## src/rtl/alu_seq_pkg.sv

```systemverilog
// Shared op-code and FSM state definitions for the registered sequential ALU.
package alu_seq_pkg;

  typedef enum logic [2:0] {
    OP_ADD   = 3'b000,
    OP_SUB   = 3'b001,
    OP_AND   = 3'b010,
    OP_OR    = 3'b011,
    OP_XOR   = 3'b100,
    OP_NOTA  = 3'b101,
    OP_MUL   = 3'b110,
    OP_PASSB = 3'b111
  } op_e;

  typedef enum logic {
    S_IDLE = 1'b0,
    S_MUL  = 1'b1
  } state_e;

endpackage

```

## src/rtl/alu_seq_addw.sv

```systemverilog
// W-bit ripple adder with carry in/out and two's-complement overflow.
module addw #(
  parameter int W = 4
) (
  input  logic [W-1:0] a,
  input  logic [W-1:0] b,
  input  logic         cin,
  output logic [W-1:0] sum,
  output logic         cout,
  output logic         ovf
);

  assign {cout, sum} = {1'b0, a} + {1'b0, b} + {{W{1'b0}}, cin};
  // Overflow: operands share a sign that the result does not.
  assign ovf = (a[W-1] == b[W-1]) && (sum[W-1] != a[W-1]);

endmodule

```

## src/rtl/alu_seq.sv

```systemverilog
// Registered W-bit ALU with start/busy/done handshake and a shift-add multiplier
// that produces a 2W-bit unsigned product in W cycles.
module alu_seq
  import alu_seq_pkg::*;
#(
  parameter int W = 4
) (
  input  logic         clk,
  input  logic         reset,
  input  logic         start,
  input  logic [2:0]   op,
  input  logic [W-1:0] a,
  input  logic [W-1:0] b,
  input  logic         c_in,
  output logic         busy,
  output logic         done,
  output logic [W-1:0] r,
  output logic [W-1:0] r_hi,
  output logic         zero,
  output logic         c_out,
  output logic         sign,
  output logic         ovf
);

  localparam int CW = $clog2(W) + 1;

  state_e         state, state_nxt;
  logic [CW-1:0]  cnt;
  logic           take, mul_go, mul_step, mul_last;

  logic [W-1:0]   add_b, add_sum;
  logic           add_cin, add_cout, add_ovf;
  logic [W-1:0]   res;
  logic           res_c, res_v;

  logic [W-1:0]   mcand, mplier, acc_hi, acc_lo;
  logic [W-1:0]   mac_addend, mac_sum, hi_nxt, lo_nxt;
  logic           mac_cout, mac_ovf_unused;

  // SUB is a + ~b + 1, so the same adder serves both.
  assign add_b   = (op == OP_SUB) ? ~b : b;
  assign add_cin = (op == OP_SUB) ? 1'b1 : c_in;

  addw #(.W(W)) u_add (
    .a(a), .b(add_b), .cin(add_cin), .sum(add_sum), .cout(add_cout), .ovf(add_ovf)
  );

  assign mac_addend = mplier[0] ? mcand : '0;

  addw #(.W(W)) u_mac (
    .a(acc_hi), .b(mac_addend), .cin(1'b0), .sum(mac_sum), .cout(mac_cout), .ovf(mac_ovf_unused)
  );

  // The W+1-bit partial sum shifts right one place into the low half.
  assign hi_nxt = {mac_cout, mac_sum[W-1:1]};
  assign lo_nxt = {mac_sum[0], acc_lo[W-1:1]};

  always_comb begin
    res   = '0;
    res_c = 1'b0;
    res_v = 1'b0;
    case (op)
      OP_ADD, OP_SUB: begin
        res   = add_sum;
        res_c = add_cout;
        res_v = add_ovf;
      end
      OP_AND:   res = a & b;
      OP_OR:    res = a | b;
      OP_XOR:   res = a ^ b;
      OP_NOTA:  res = ~a;
      OP_PASSB: res = b;
      default:  res = '0;
    endcase
  end

  always_comb begin
    state_nxt = state;
    take      = 1'b0;
    mul_go    = 1'b0;
    mul_step  = 1'b0;
    mul_last  = 1'b0;
    case (state)
      S_IDLE: begin
        if (start) begin
          if (op == OP_MUL) begin
            mul_go    = 1'b1;
            state_nxt = S_MUL;
          end else begin
            take = 1'b1;
          end
        end
      end
      S_MUL: begin
        mul_step = 1'b1;
        if (cnt == CW'(1)) begin
          mul_last  = 1'b1;
          state_nxt = S_IDLE;
        end
      end
      default: state_nxt = S_IDLE;
    endcase
  end

  assign busy = (state == S_MUL);

  always_ff @(posedge clk or posedge reset) begin
    if (reset) begin
      state <= S_IDLE;
      cnt   <= '0;
      done  <= 1'b0;
      r     <= '0;
      r_hi  <= '0;
      zero  <= 1'b1;
      c_out <= 1'b0;
      sign  <= 1'b0;
      ovf   <= 1'b0;
    end else begin
      state <= state_nxt;
      done  <= take | mul_last;
      if (mul_go)
        cnt <= CW'(W);
      else if (mul_step)
        cnt <= cnt - CW'(1);
      if (take) begin
        r     <= res;
        r_hi  <= '0;
        zero  <= (res == '0);
        c_out <= res_c;
        sign  <= res[W-1];
        ovf   <= res_v;
      end else if (mul_last) begin
        r     <= lo_nxt;
        r_hi  <= hi_nxt;
        zero  <= ({hi_nxt, lo_nxt} == '0);
        c_out <= 1'b0;
        sign  <= hi_nxt[W-1];
        ovf   <= (hi_nxt != '0);
      end
    end
  end

  // Multiplier working registers are fully reloaded by every MUL start.
  always_ff @(posedge clk) begin
    if (mul_go) begin
      mcand  <= a;
      mplier <= b;
      acc_hi <= '0;
      acc_lo <= '0;
    end else if (mul_step) begin
      acc_hi <= hi_nxt;
      acc_lo <= lo_nxt;
      mplier <= mplier >> 1;
    end
  end

endmodule

```

## config.mk

```make
export PLATFORM = sky130hd
export DESIGN_NAME = alu_seq
export DESIGN_NICKNAME = d
export VERILOG_FILES = /design/src/rtl/alu_seq_pkg.sv /design/src/rtl/alu_seq_addw.sv /design/src/rtl/alu_seq.sv
export SDC_FILE = /design/constraint.sdc
export NUM_CORES = 1
export LEC_CHECK = 0
export CORE_ASPECT_RATIO = 1.1
export CORE_MARGIN = 3
export CORE_UTILIZATION = 49
export DETAILED_ROUTE_END_ITERATION = 16
export PLACE_DENSITY = 0.76
export SETUP_SLACK_MARGIN = 0.1
export SYNTH_ARGS = -nofsm -noshare
export SYNTH_HDL_FRONTEND = slang
export SYNTH_SLANG_ARGS = --single-unit
```

## constraint.sdc

```tcl
create_clock -name clk -period 2 [get_ports clk]
set_input_delay 0.5 -clock clk [delete_from_list [all_inputs] [get_ports clk]]
set_output_delay 0.5 -clock clk [all_outputs]
set_load 0.01 [all_outputs]
```

==> impl_metrics.toml <==
[routing]
routed_via_density = 5.30
vias = 1721
drc = 0
drt_iter0_markers = 81
drt_first_pass_iters = 4
ant_nets = 0
wl_per_cell_um = 14.3
wl_um = 4640

[yosys]
syn_inst = 202
yosys_warnings = 0
synth_ff_type = "dfrtp_1"
syn-num-nets = 237
synthArstFlopShare = 0.531
seq_area_frac_synth = 0.408
netlist_area_mm2 = 0.00198
ys_types = 43
ys_ff_latch = 32
synth-edff-count = 8
syn_area_per_cell_um2 = 9.79

[power]
power_density_mw_per_mm2 = 1130
power.total_mw = 3.14
ir_drop_mv = 0.381
cellLeakagePower_nw = 1.28

[clock_tree]
cts-root-buf = "clkbuf_8"
tritoncts = "built"
clkLatencyLatePin_ns = 0.28
clock_sinks = 32
clock_path_buffers = 2
cts_hold_buf = 0
numCtsBuffers = 5
clk_pin_slew_ns = 0.06
htreeDepth = 2

[global_route]
grt_pass1_wl_um = 7870
grt_use_total = 0.216
grt_pass1_vias = 1788
grt-ovfl-total = 0
grt_max_degree = 18
antenna_found_initial = 0

[cells_and_area]
final_core_util = 0.735
finalInstanceArea_mm2 = 0.00277
diodes = 0
drive_above_1_share = 0.287
finalNonFillerCells = 325
num-nets-final = 309
syn_to_final_growth_pct = 40.1

[hold_path]
min_path_type = "flip-flop to flip-flop"
whs_path_depth = 1
worst_hold_startpoint = "r_hi[3]$_DFFE_PP0P_"
hold-path-endpoint = "r_hi[3]$_DFFE_PP0P_"

[placed_design]
dp.cells = 314
dpl_cell_area_mm2 = 0.00260
port_buffers = 28
hpwl_um = 3700
gp_congestion = 0.862

[sta]
finalSetupViolCount = 6
worst_pin_slew_ns = 0.386
max_freq_mhz = 431
slew_viol_final = 0
rsz0062_at_grt = "true"
slew_headroom = 0.740
period_needed_ns = 2.32
fin_ws_ns = -0.319
finalHoldViolCount = 0
skew_ns = 0.00483
period_share = 1.16

[die]
fp.dieW_um = 66.6
fp-row-count = 23
ioPinCount = 29
core_mm2 = 0.00377
die_y_um = 72.6
initial_core_util = 0.525
die_area_mm2 = 0.00484

[status]
violations = "negative setup slack"
status = "finished with violations"

[worst_setup_path]
r2r_end = "zero$_DFFE_PP1P_"
startpoint_type = "input pin"
worstPathMaxFanout = 3
critPathKind = "input pin to flip-flop"
crit_path_end_kind = "flip-flop"
reg2reg_depth = 9
required_ns = 2.21
r2r-start = "mplier[0]$_DFFE_PP_"
worstPathArrival_ns = 2.53
r2r_slack_ns = -0.10

[run]
maxCapViolCount = 0
==> layout make-up <==
cell class                      count  area [um2]
Fill cell                         285         998
Sequential cell                    32         808
Tap cell                           50        62.6
Clock buffer                        8         100
Timing Repair Buffer               70         607
Multi-Input combinational cell    145        1120
Inverter                           20        75.1
==> cell usage after synthesis, types with 2 or more instances <==
master	instances	area (um2)
a21o_1	4	30.0
a21oi_1	6	30.0
a21oi_2	3	26.3
a22o_1	6	52.6
a22oi_1	5	37.5
a31oi_1	2	12.5
and2_1	4	25.0
buf_2	4	20.0
dfrtp_1	16	400
dfxtp_1	7	140
edfxtp_1	8	240
fa_1	3	60.1
ha_1	17	213
inv_1	20	75.1
mux2_2	3	33.8
nand2_1	17	63.8
nand2b_1	3	18.8
nand3_1	5	25.0
nand3b_1	2	15.0
nor2_1	10	37.5
nor2_2	3	18.8
nor2b_1	7	43.8
nor3_1	2	10.0
o211ai_1	4	30.0
o21ai_0	14	70.1
o21ai_1	2	10.0
o22ai_1	2	12.5
xnor2_1	8	70.1
==> where the power goes <==
part           internal (mW)  switching, mW  total, mW
clock                  0.314          0.229      0.542
combinational          0.782          0.719       1.50
sequential             0.942          0.156       1.10
total                   2.04           1.10       3.14
==> how the worst max path moves through the flow <==
| stage | to | start | cells past startpoint | slack, ns |
|---|---|---|---|---|
| floorplan | zero$_DFFE_PP1P_ | op[1] | 12 | -0.51 |
| global placement | zero$_DFFE_PP1P_ | op[1] | 12 | -1.00 |
| detailed placement | zero$_DFFE_PP1P_ | op[1] | 12 | -1.06 |
| CTS | zero$_DFFE_PP1P_ | op[2] | 12 | -0.31 |
| global route | zero$_DFFE_PP1P_ | op[0] | 11 | -0.37 |
| finish | zero$_DFFE_PP1P_ | op[0] | 11 | -0.32 |
==> critical path, cell delays in order <==
cell and delay (ns):
buf_6 0.09, and2_4 0.16, or2_4 0.23, fa_2 0.39
inv_2 0.07, fa_1 0.40, nor2_1 0.11, nor2_1 0.05
a32oi_2 0.21, nor3_2 0.08, a32o_1 0.23
==> cells in the final DEF (no fill, tap or decap), drive strengths merged, types with 4 or more instances in the layout <==
cell type      synthesis  routed
buf                    5      45
clkdlybuf4s50          0      21
inv                   20      20
ha                    17      17
nand2                 17      17
dfrtp                 16      16
o21ai                 16      16
nor2                  13      13
a21oi                  9       9
edfxtp                 8       8
clkbuf                 0       8
xnor2                  8       8
nor2b                  7       7
dfxtp                  7       7
a22o                   6       6
a22oi                  5       5
nand3                  5       5
a21o                   4       4
o211ai                 4       4
and2                   4       4
==> kinds of logic after synthesis <==
group | count (synthesis) | share of synthesized area
buf+inv | 25 | 0.0538
xor+xnor | 9 | 0.0399
simple gates | 58 | 0.152
compound gates | 55 | 0.191
fa+ha+maj | 20 | 0.138
flops | 32 | 0.408
mux | 3 | 0.0171
==> routing by layer <==
layer  up-vias  GRT usage  share of wire
met3        10     0.0447          0.035
met4         0     0.0858          0.021
met2        45      0.403           0.54
met1       814      0.233           0.41
met5         -          0              0
li1        852          -              -
==> what timing repair did <==
item	CTS	global route
endpoints found under the setup margin	12	9
pin swaps	11	15
resized for setup	24	11
setup buffers	1	2
==> per-stage QoR <==
step                      TNS [ns]  setup WS [ns]  hold WS [ns]
after floorplan              -2.13         -0.514         0.425
final                        -1.23         -0.319         0.478
after global placement       -7.94          -1.00         0.450
after global routing         -1.79         -0.366         0.512
after CTS                    -1.27         -0.310         0.481
after detailed placement     -8.73          -1.06         0.467
==> state kept, by name (all words and copies together), names as in the netlist <==
name,cells
r,4
ovf,1
mcand,4
acc_hi,4
cnt,3
done,1
sign,1
mplier,4
r_hi,4
c_out,1
acc_lo,3
zero,1
busy,1
(Power assumes the default switching activity.)
